$ cat src/rtl/fetch_stage.sv
// Instruction fetch stage: owns the PC, fetches over a ready-handshake memory port,
// holds the fetched word for the decoder and picks the next PC from its controls.
module fetch_stage #(
  parameter logic [31:0] RESET_PC = 32'h0000_0000,
  parameter logic [7:0]  TIMEOUT  = 8'd16
) (
  input  logic        clock,
  input  logic        reset,
  output logic        imem_req,
  output logic [31:0] imem_addr,
  input  logic        imem_ready,
  input  logic [31:0] imem_rdata,
  input  logic        stall,
  input  logic [1:0]  selbrjumpz,
  input  logic [1:0]  selpctype,
  input  logic        cond,
  input  logic [31:0] rs_value,
  output logic [31:0] instr,
  output logic [5:0]  op,
  output logic [5:0]  fn,
  output logic [31:0] pc_plus4,
  output logic        instr_valid,
  output logic        fetch_err
);

  typedef enum logic [1:0] {START, FETCH, VALID, HALT} state_t;

  state_t      state;
  logic [31:0] pc;
  logic [31:0] next_pc;
  logic [31:0] br_off;
  logic [7:0]  wait_cnt;
  logic        timeout_hit;
  logic        unused_rs_low;

  assign imem_addr     = pc;
  assign op            = instr[31:26];
  assign fn            = instr[5:0];
  assign br_off        = {{14{instr[15]}}, instr[15:0], 2'b00};
  assign unused_rs_low = ^rs_value[1:0];

  // The wait that would bring the count up to TIMEOUT is the one that gives up.
  assign timeout_hit = (TIMEOUT != 8'd0) &&
                       (({1'b0, wait_cnt} + 9'd1) == {1'b0, TIMEOUT});

  always_comb begin
    next_pc = pc_plus4;
    case (selbrjumpz)
      2'b01: begin
        if (selpctype == 2'b10)
          next_pc = {pc_plus4[31:28], instr[25:0], 2'b00};
        else if (selpctype == 2'b01)
          next_pc = {rs_value[31:2], 2'b00};
      end
      2'b10: begin
        if (cond)
          next_pc = pc_plus4 + br_off;
      end
      default: next_pc = pc_plus4;
    endcase
  end

  always_ff @(posedge clock) begin
    if (reset) begin
      state       <= START;
      pc          <= RESET_PC;
      imem_req    <= 1'b0;
      instr       <= 32'h0;
      instr_valid <= 1'b0;
      pc_plus4    <= RESET_PC + 32'd4;
      fetch_err   <= 1'b0;
      wait_cnt    <= 8'd0;
    end else begin
      case (state)
        START: begin
          state    <= FETCH;
          imem_req <= 1'b1;
          wait_cnt <= 8'd0;
        end
        FETCH: begin
          if (imem_ready) begin
            instr       <= imem_rdata;
            pc_plus4    <= pc + 32'd4;
            imem_req    <= 1'b0;
            instr_valid <= 1'b1;
            state       <= VALID;
          end else if (timeout_hit) begin
            fetch_err <= 1'b1;
            imem_req  <= 1'b0;
            state     <= HALT;
          end else begin
            wait_cnt <= wait_cnt + 8'd1;
          end
        end
        VALID: begin
          if (!stall) begin
            pc          <= next_pc;
            instr_valid <= 1'b0;
            imem_req    <= 1'b1;
            wait_cnt    <= 8'd0;
            state       <= FETCH;
          end
        end
        HALT: begin
          imem_req    <= 1'b0;
          instr_valid <= 1'b0;
        end
      endcase
    end
  end

endmodule
$ cat config.mk
export PLATFORM = sky130hd
export DESIGN_NAME = fetch_stage
export DESIGN_NICKNAME = d
export VERILOG_FILES = /design/src/rtl/fetch_stage.sv
export SDC_FILE = /design/constraint.sdc
export NUM_CORES = 1
export LEC_CHECK = 0
export CAP_MARGIN = 10
export CORE_MARGIN = 2
export CORE_UTILIZATION = 42
export DETAILED_ROUTE_END_ITERATION = 12
export PLACE_DENSITY = 0.8
export SYNTH_ARGS = -nofsm -noshare
export SYNTH_HDL_FRONTEND = slang
export SYNTH_SLANG_ARGS = --single-unit
$ cat constraint.sdc
create_clock -name clock -period 4.9 [get_ports clock]
set_input_delay 0.49 -clock clock [delete_from_list [all_inputs] [get_ports clock]]
set_output_delay 0.49 -clock clock [all_outputs]
set_load 0.05 [all_outputs]
; ---- Word level (Yosys, flattened, before mapping)
; Cells that the tools add are included.
; W data, S select, Z words.
[op_classes]
reduce_logical = 10
n_eq_ne = 13
muxes = 19
bitwise = 2
add_sub_neg = 4
[ops]
columns = op, n
row1 = $mux W32, 3
row2 = $pmux W32 S2, 1
row3 = $add A32 B3 Y32 const B, 1
row4 = $add A32 B32 Y32, 1
row5 = $mux W8, 3
row6 = $pmux W8 S3, 1
row7 = $add A8 B1 Y9 const B, 1
row8 = $eq A9 B5 Y1 const B, 1
row9 = $reduce_and A3 Y1, 3
row10 = $add A8 B1 Y8 const B, 1
row11 = $eq A2 B2 Y1 const B, 4
row12 = $ne A2 B2 Y1 const B, 4
row13 = $eq A2 B1 Y1 const B, 3
row14 = $mux W2, 3
row15 = $pmux W2 S3, 1
row16 = $reduce_and A2 Y1, 3
row17 = $reduce_bool A3 Y1, 2
row18 = $mux W1, 5
row19 = $pmux W1 S4, 1
row20 = $reduce_and A4 Y1, 1
row21 = $ne A3 B3 Y1 const B, 1
row22 = $pmux W1 S3, 1
row23 = $logic_not A2 Y1, 1
row24 = $not A1 Y1, 2
[totals]
in_bits = 73
reg_bits = 109
wordCells = 56
output_inout_bits = 111

; ---- Longest topological paths before layout
; Gate-level depths: netlist (run 1).
[logic_depth]
ltp_word = 5
depth_mapped = 11
mapped_depth_nobuf = 11

; ---- Least setup slack after synthesis (run 1)
; Ideal clock, no wire load.
[synth_timing]
kind = register to register
startpoint = register instr[15]
endpoint = register pc[24], in the netlist imem_addr[24]
path_slack_ns = 1.953
stages_incl_launch_ff = 11
t_arrival_ns = 2.815
path_cell_list = dfxtp_1 ha_1 clkbuf_1 a21o_1 a21o_1 a21oi_1 o21ai_0 a221oi_1 xnor2_1 a221oi_1 nor3_1
[synth_between]
elab_chain_cells = 3
[synth_lines]
columns = element, line_no
row1 = start: declaration, 18  ; output logic [31:0] instr,
row2 = start signal: assignment, 82  ; instr <= imem_rdata;
row3 = $add A32 B32 Y32, 57  ; next_pc = pc_plus4 + br_off;
row4 = $mux W32, 56  ; if (cond)
row5 = $pmux W32 S2, 48  ; case (selbrjumpz)
row6 = end signal: assignment, 97  ; pc <= next_pc;
row7 = end: declaration, 29  ; logic [31:0] pc;
; No other way between the ends.
; A chain may end at the register's enable or synchronous reset.

; ---- Worst setup path in the final report (run 1)
[layout_timing]
startpoint = input port selbrjumpz[1]
endpoint = register pc[10], in the netlist imem_addr[10]
[layout_between]
elab_chain_cells = 2
word_cells_on_any_way = 3
[layout_lines]
columns = element, line_no
row1 = start: declaration, 14  ; input logic [1:0] selbrjumpz,
row2 = $eq A2 B2 Y1 or $eq A2 B1 Y1 (tied branches), 48
row3 = $pmux W32 S2 *, 48
; Mark *: on every way between the ends. The rest lies on a longest branch, timed or not.

==> results of run 1 <==
power breakdown:
part / total [W] / switching [W] / internal [W]
registers: 0.000985 / 0.0000602 / 0.000925
logic: 0.000580 / 0.000363 / 0.000218
clock network: 0.000822 / 0.000345 / 0.000477
total: 0.00239 / 0.000768 / 0.00162
cell usage in the layout (no fill, tap or decap), types with 14 or more instances in the layout:
master           count
a21oi_1             81
a221oi_1            15
a211oi_1            29
dfxtp_1            109
clkdlybuf4s50_1    180
a21o_1              20
nand3_1             25
o21ai_0             55
xnor2_1             22
xor2_1              27
nor3_1              24
ha_1                34
inv_1               14
nor2_1              86
nand2_1            132
a22oi_1             24
synth_stat cells (12+ instances only):
master	number
nor2_1	86
a21oi_1	81
buf_4	12
a211oi_1	29
a21o_1	20
o21ai_0	55
nand2_1	132
nor3_1	24
nand4_1	13
nand3_1	25
a221oi_1	15
xnor2_1	22
a22oi_1	24
clkbuf_1	49
dfxtp_1	109
xor2_1	27
ha_1	34
inv_1	14
worst min-delay path by stage:
stage | end | cells past startpoint
final | pc_plus4[1] | 2
after global routing | instr[28] | 2
after CTS | instr[28] | 2
after detailed placement | pc_plus4[0] | 2
after global placement | fetch_err | 2
after floorplan | wait_cnt[7] | 1
logic make-up after synthesis:
group                    synth area share
buffers and inverters              0.0574
XOR/XNOR                           0.0608
AND/OR/NAND/NOR                     0.232
multiplexers                      0.00142
flip-flops                          0.309
adder cells (fa/ha/maj)            0.0631
AO/OA/AOI/OAI                       0.276
per-stage QoR:
| stage | worst slack (ns) | total power, W | cell area (um^2) |
|---|---|---|---|
| 6_report | 1.78 | 0.00239 | 9200 |
| 3_3_place_gp | 1.51 | 0.00157 | 8860 |
| 2_1_floorplan | 1.95 | 0.00137 | 7060 |
| 5_1_grt | 1.50 | 0.00248 | 9200 |
| 4_1_cts | 1.80 | 0.00240 | 9200 |
| 3_5_place_dp | 1.46 | 0.00158 | 8860 |
registers in the layout, summed over array words and instances, names as in the netlist:
register     count
fetch_err        1
imem_addr       32
imem_req         1
instr           32
instr_valid      1
pc_plus4        32
state            2
wait_cnt         8
critical path, cell delays in order:
cell	delay, ns
clkdlybuf4s50_1	0.43
inv_1	0.07
ha_1	0.52
inv_1	0.21
nor3_1	0.46
or2_2	0.51
a21oi_1	0.14
nor2b_1	0.15
a2111oi_0	0.37
routing by layer:
layer,vias to the layer above,track usage
li1,3603,-
met1,3442,0.335
met2,283,0.397
met3,51,0.0457
met4,0,0.110
met5,-,0
final cells by class:
class / count / share of cell area
clock inverters: 5 / 0.00884
well taps: 220 / 0.0299
flip-flops and latches: 109 / 0.237
clock buffers: 11 / 0.0275
inverters: 15 / 0.00612
repair buffers: 189 / 0.203
multi-input cells: 723 / 0.487
==> out/results.tsv, run 1 <==
metric	value	unit
outcome	completed	
Setup crit end kind	register	
root buffer cell	clkbuf_16	
top-area cell type share of the netlist area	0.309	
CTS clk-pin slew, worst paths	0.07	ns
Yosys warnings	0	
Hold Fails Final Rpt	0	
GRT Overall Usage	0.251	
hold_sp	imem_addr[1]	
Slew @ Worst Pin	1.07	ns
R2R Path Start	instr[15]	
routability cong.	0.925	
RSZ-0062 raised after global routing	false	
fraction of layout cells with a size suffix above 1	0.0475	
area of the multi-input gates	0.00448	mm^2
synthesized flop and latch total	109	
Top Metal Used	met4	
total CTS buffers	9	
Netlist cell types	73	
clk sinks	109	
TNS Setup	0	ns
Tmin final	3.12	ns
Placed Instances	1256	
period utilization	0.637	
# fillers	1505	
Final Setup Violations	0	
fmax	320	MHz
global-route wire length before repair	36100	um
H-tree levels	3	
number of DRC markers in iteration 0	611	
worst hold path class	register to register	
Synth Instances	918	
Setup CP Type	input port to register	
Cell Pwr Density	260	mW/mm^2
post-synthesis sequential area ratio	0.309	
drc violations	0	
HPWL Detailed	16500	um
max cap viols	0	
IO Pins	184	
Reg2Reg Capture Point	imem_addr[24]	
Fin Clk Skew	0.00817	ns
ant diodes	0	
GRT overflow	0	
Rel. slew slack	0.285	
final number of max-transition violations	0	
initial antenna violation count	0	
flop-to-flop setup slack	1.84	ns
Max VDD drop	0.167	mV
post-CTS setup buffer count	0	
Final ANT Viol Nets	0	
DRT met1 WL	10100	um
CP startpoint kind	input port	
Core Region	0.0165	mm^2
Post-synth ARST share	0	
post-CTS sizing	0	
I/O Buffers	181	
DRT Pass-1 Iters	5	
drt total wl	22700	um
die height	134	um
vias per cell	5.80	
die area	0.0179	mm^2
hold-fix buffers at CTS	0	
critical path capture point	imem_addr[10]	
per-cell routed wire length	17.8	um
ys flop type	dfxtp_1	
clk buf depth	2	
met2 wire len	10300	um
Leak	3.36	nW
Layout Utilization	0.557	
Netlist Area Pre-Place	0.00706	mm^2
Syn Nets	1026	
Syn Area/Cell	7.69	um^2
met3 wire len	1530	um
nets@finish	1155	
clock latency on the worst-skew pair	0.36	ns
Starting Density	0.427	
most area-consuming cells after synthesis	dfxtp_1, nand2_1, ha_1	
vias in the first global route	7006	
Horiz. Die Dim	134	um
EDFF count, synth	0	
Hold Slack	0.475	ns
fin cells	1272	
routed vias	7379	
sequential cell area	0.00218	mm^2
Reg2Reg Depth	9	
post-synth top area cell	dfxtp_1	
CP Max Fanout	18	
largest net degree at the start of global routing	64	
Syn-to-layout area delta	30.3	%
Critical Path RT	5.14	ns
crit path from	selbrjumpz[1]	
Rows	47	
TritonCTS clock tree	built	
crit path DAT	3.36	ns
Note: power is estimated with default switching activity, not from simulation.
==> inputs of run 2 (changes only) <==
==> constraint.sdc (replaced) <==
create_clock -name clock -period 2.9 [get_ports clock]
set_input_delay 0.29 -clock clock [delete_from_list [all_inputs] [get_ports clock]]
set_output_delay 0.29 -clock clock [all_outputs]
set_load 0.05 [all_outputs]
==> run 2 against run 1 <==
Flip-flop and latch count did not move. Register-to-register slack got worse by 1.7 ns. Via count grew 2.5%. Wire length is 2.3% higher. Power increased by 67%. Sequential share of layout area down 0.67 points.
==> out/results.tsv, run 2 (synthesis gave the netlist of run 1 again) <==
metric	value	unit
RSZ-0062 raised after global routing	false	
most common cell after layout, fill and taps aside	clkdlybuf4s50_1	
die height	134	um
Fin Clk Skew	0.00761	ns
Cell Pwr Density	421	mW/mm^2
Switch Pwr	0.00131	W
TritonCTS clock tree	built	
met2 wire len	10800	um
Syn-to-layout area delta	34.2	%
HPWL Detailed	17300	um
CP Max Fanout	5	
number of DRC markers in iteration 0	655	
Critical Path RT	3.20	ns
logic gate share of total power	0.261	
H-tree levels	3	
Placed Instances	1293	
Max VDD drop	0.262	mV
total power	0.00399	W
largest net degree at the start of global routing	67	
total CTS buffers	9	
CP startpoint kind	register	
GRT Overall Usage	0.253	
worst hold path class	input port to register	
initial antenna violation count	0	
Final ANT Viol Nets	0	
Core Region	0.0165	mm^2
Top Metal Used	met4	
Rel. slew slack	0.504	
clk buf depth	2	
ant diodes	0	
Final Setup Violations	0	
vias per cell	5.78	
Reg power frac	0.413	
routed vias	7561	
post-CTS sizing	0	
drt total wl	23200	um
per-cell routed wire length	17.7	um
Clock power frac	0.326	
Leak	3.54	nW
fraction of layout cells with a size suffix above 1	0.0845	
die area	0.0179	mm^2
routability cong.	0.979	
slowest library cell on the worst path	a2111oi_2	
vias in the first global route	7050	
Rows	47	
total internal power	0.00268	W
post-CTS setup buffer count	0	
Tmin final	2.71	ns
met3 wire len	1580	um
outcome	completed	
max cap viols	0	
DRT Pass-1 Iters	6	
CTS clk-pin slew, worst paths	0.08	ns
dpl ws	0.159	ns
period utilization	0.935	
largest stage delay on the critical path	0.47	ns
IO Pins	184	
GRT overflow	0	
Cell Chain, Critical Path	ha_1, and4_1, and3_1, a211oi_2, a2111oi_2, o21ai_1, a22o_1, or3_1, nand3_1	
Setup crit end kind	register	
most frequent cells in the layout	clkdlybuf4s50_1, nand2_1, dfxtp_1	
fmax	369	MHz
root buffer cell	clkbuf_16	
global-route wire length before repair	36400	um
# fillers	1502	
clk sinks	109	
Starting Density	0.427	
TNS Setup	0	ns
drc violations	0	
crit path DAT	3.01	ns
Hold Fails Final Rpt	0	
flop-to-flop setup slack	0.19	ns
clock latency on the worst-skew pair	0.35	ns
I/O Buffers	181	
Slew @ Worst Pin	0.745	ns
Setup CP Type	register to register	
fin cells	1309	
DRT met1 WL	10200	um
nets@finish	1192	
hold-fix buffers at CTS	0	
Sw Share	0.328	
final number of max-transition violations	0	
final setup margin	0.190	ns
Horiz. Die Dim	134	um
==> run 2: stage by stage <==
| step | utilization | hold WS, ns | cell area [um^2] |
|---|---|---|---|
| final | 0.573 | 0.336 | 9470 |
| after global routing | 0.573 | 0.350 | 9470 |
| after CTS | 0.572 | 0.341 | 9450 |
| after detailed placement | 0.553 | 0.463 | 9140 |
| after global placement | 0.553 | 0.456 | 9140 |
| after floorplan | - | 0.407 | 7060 |
==> run 2: final timing paths <==
kind	end	startpoint	depth (start not counted)
max	imem_addr[29]	pc_plus4[11]	9
min reg2reg	instr[26]	instr[26]	2
min	fetch_err	reset	2
max reg2reg	imem_addr[29]	pc_plus4[11]	9
==> run 2: power by group through the flow <==
stage / combinational [W] / clock, W / sequential (W)
after floorplan: 0.000437 / 0 / 0.00188
after global placement: 0.00102 / 0 / 0.00168
after detailed placement: 0.00103 / 0 / 0.00168
after CTS: 0.00103 / 0.00132 / 0.00165
after global routing: 0.00111 / 0.00137 / 0.00166
final: 0.00104 / 0.00130 / 0.00165
==> run 2: metal layers <==
layer | vias up | track usage
met3 | 43 | 0.0460
met2 | 281 | 0.416
met1 | 3566 | 0.334
met4 | 0 | 0.0881
li1 | 3671 | -
met5 | - | 0
==> run 2: critical path, delay by kind of cell (launching register included) <==
| kind | cells | cell delay [ns] |
|---|---|---|
| flip-flops | 1 | 0.35 |
| AO/OA/AOI/OAI | 4 | 1.07 |
| adder cells (fa/ha/maj) | 1 | 0.38 |
| AND/OR/NAND/NOR | 4 | 0.86 |
==> run 2: cell type report <==
type / instances / area [um^2] / area share
flip-flops and latches: 109 / 2180 / 0.231
clock inverters: 5 / 56.3 / 0.00595
repair buffers: 226 / 2150 / 0.227
inverters: 15 / 56.3 / 0.00595
well taps: 220 / 275 / 0.0291
clock buffers: 11 / 253 / 0.0267
multi-input cells: 723 / 4500 / 0.475
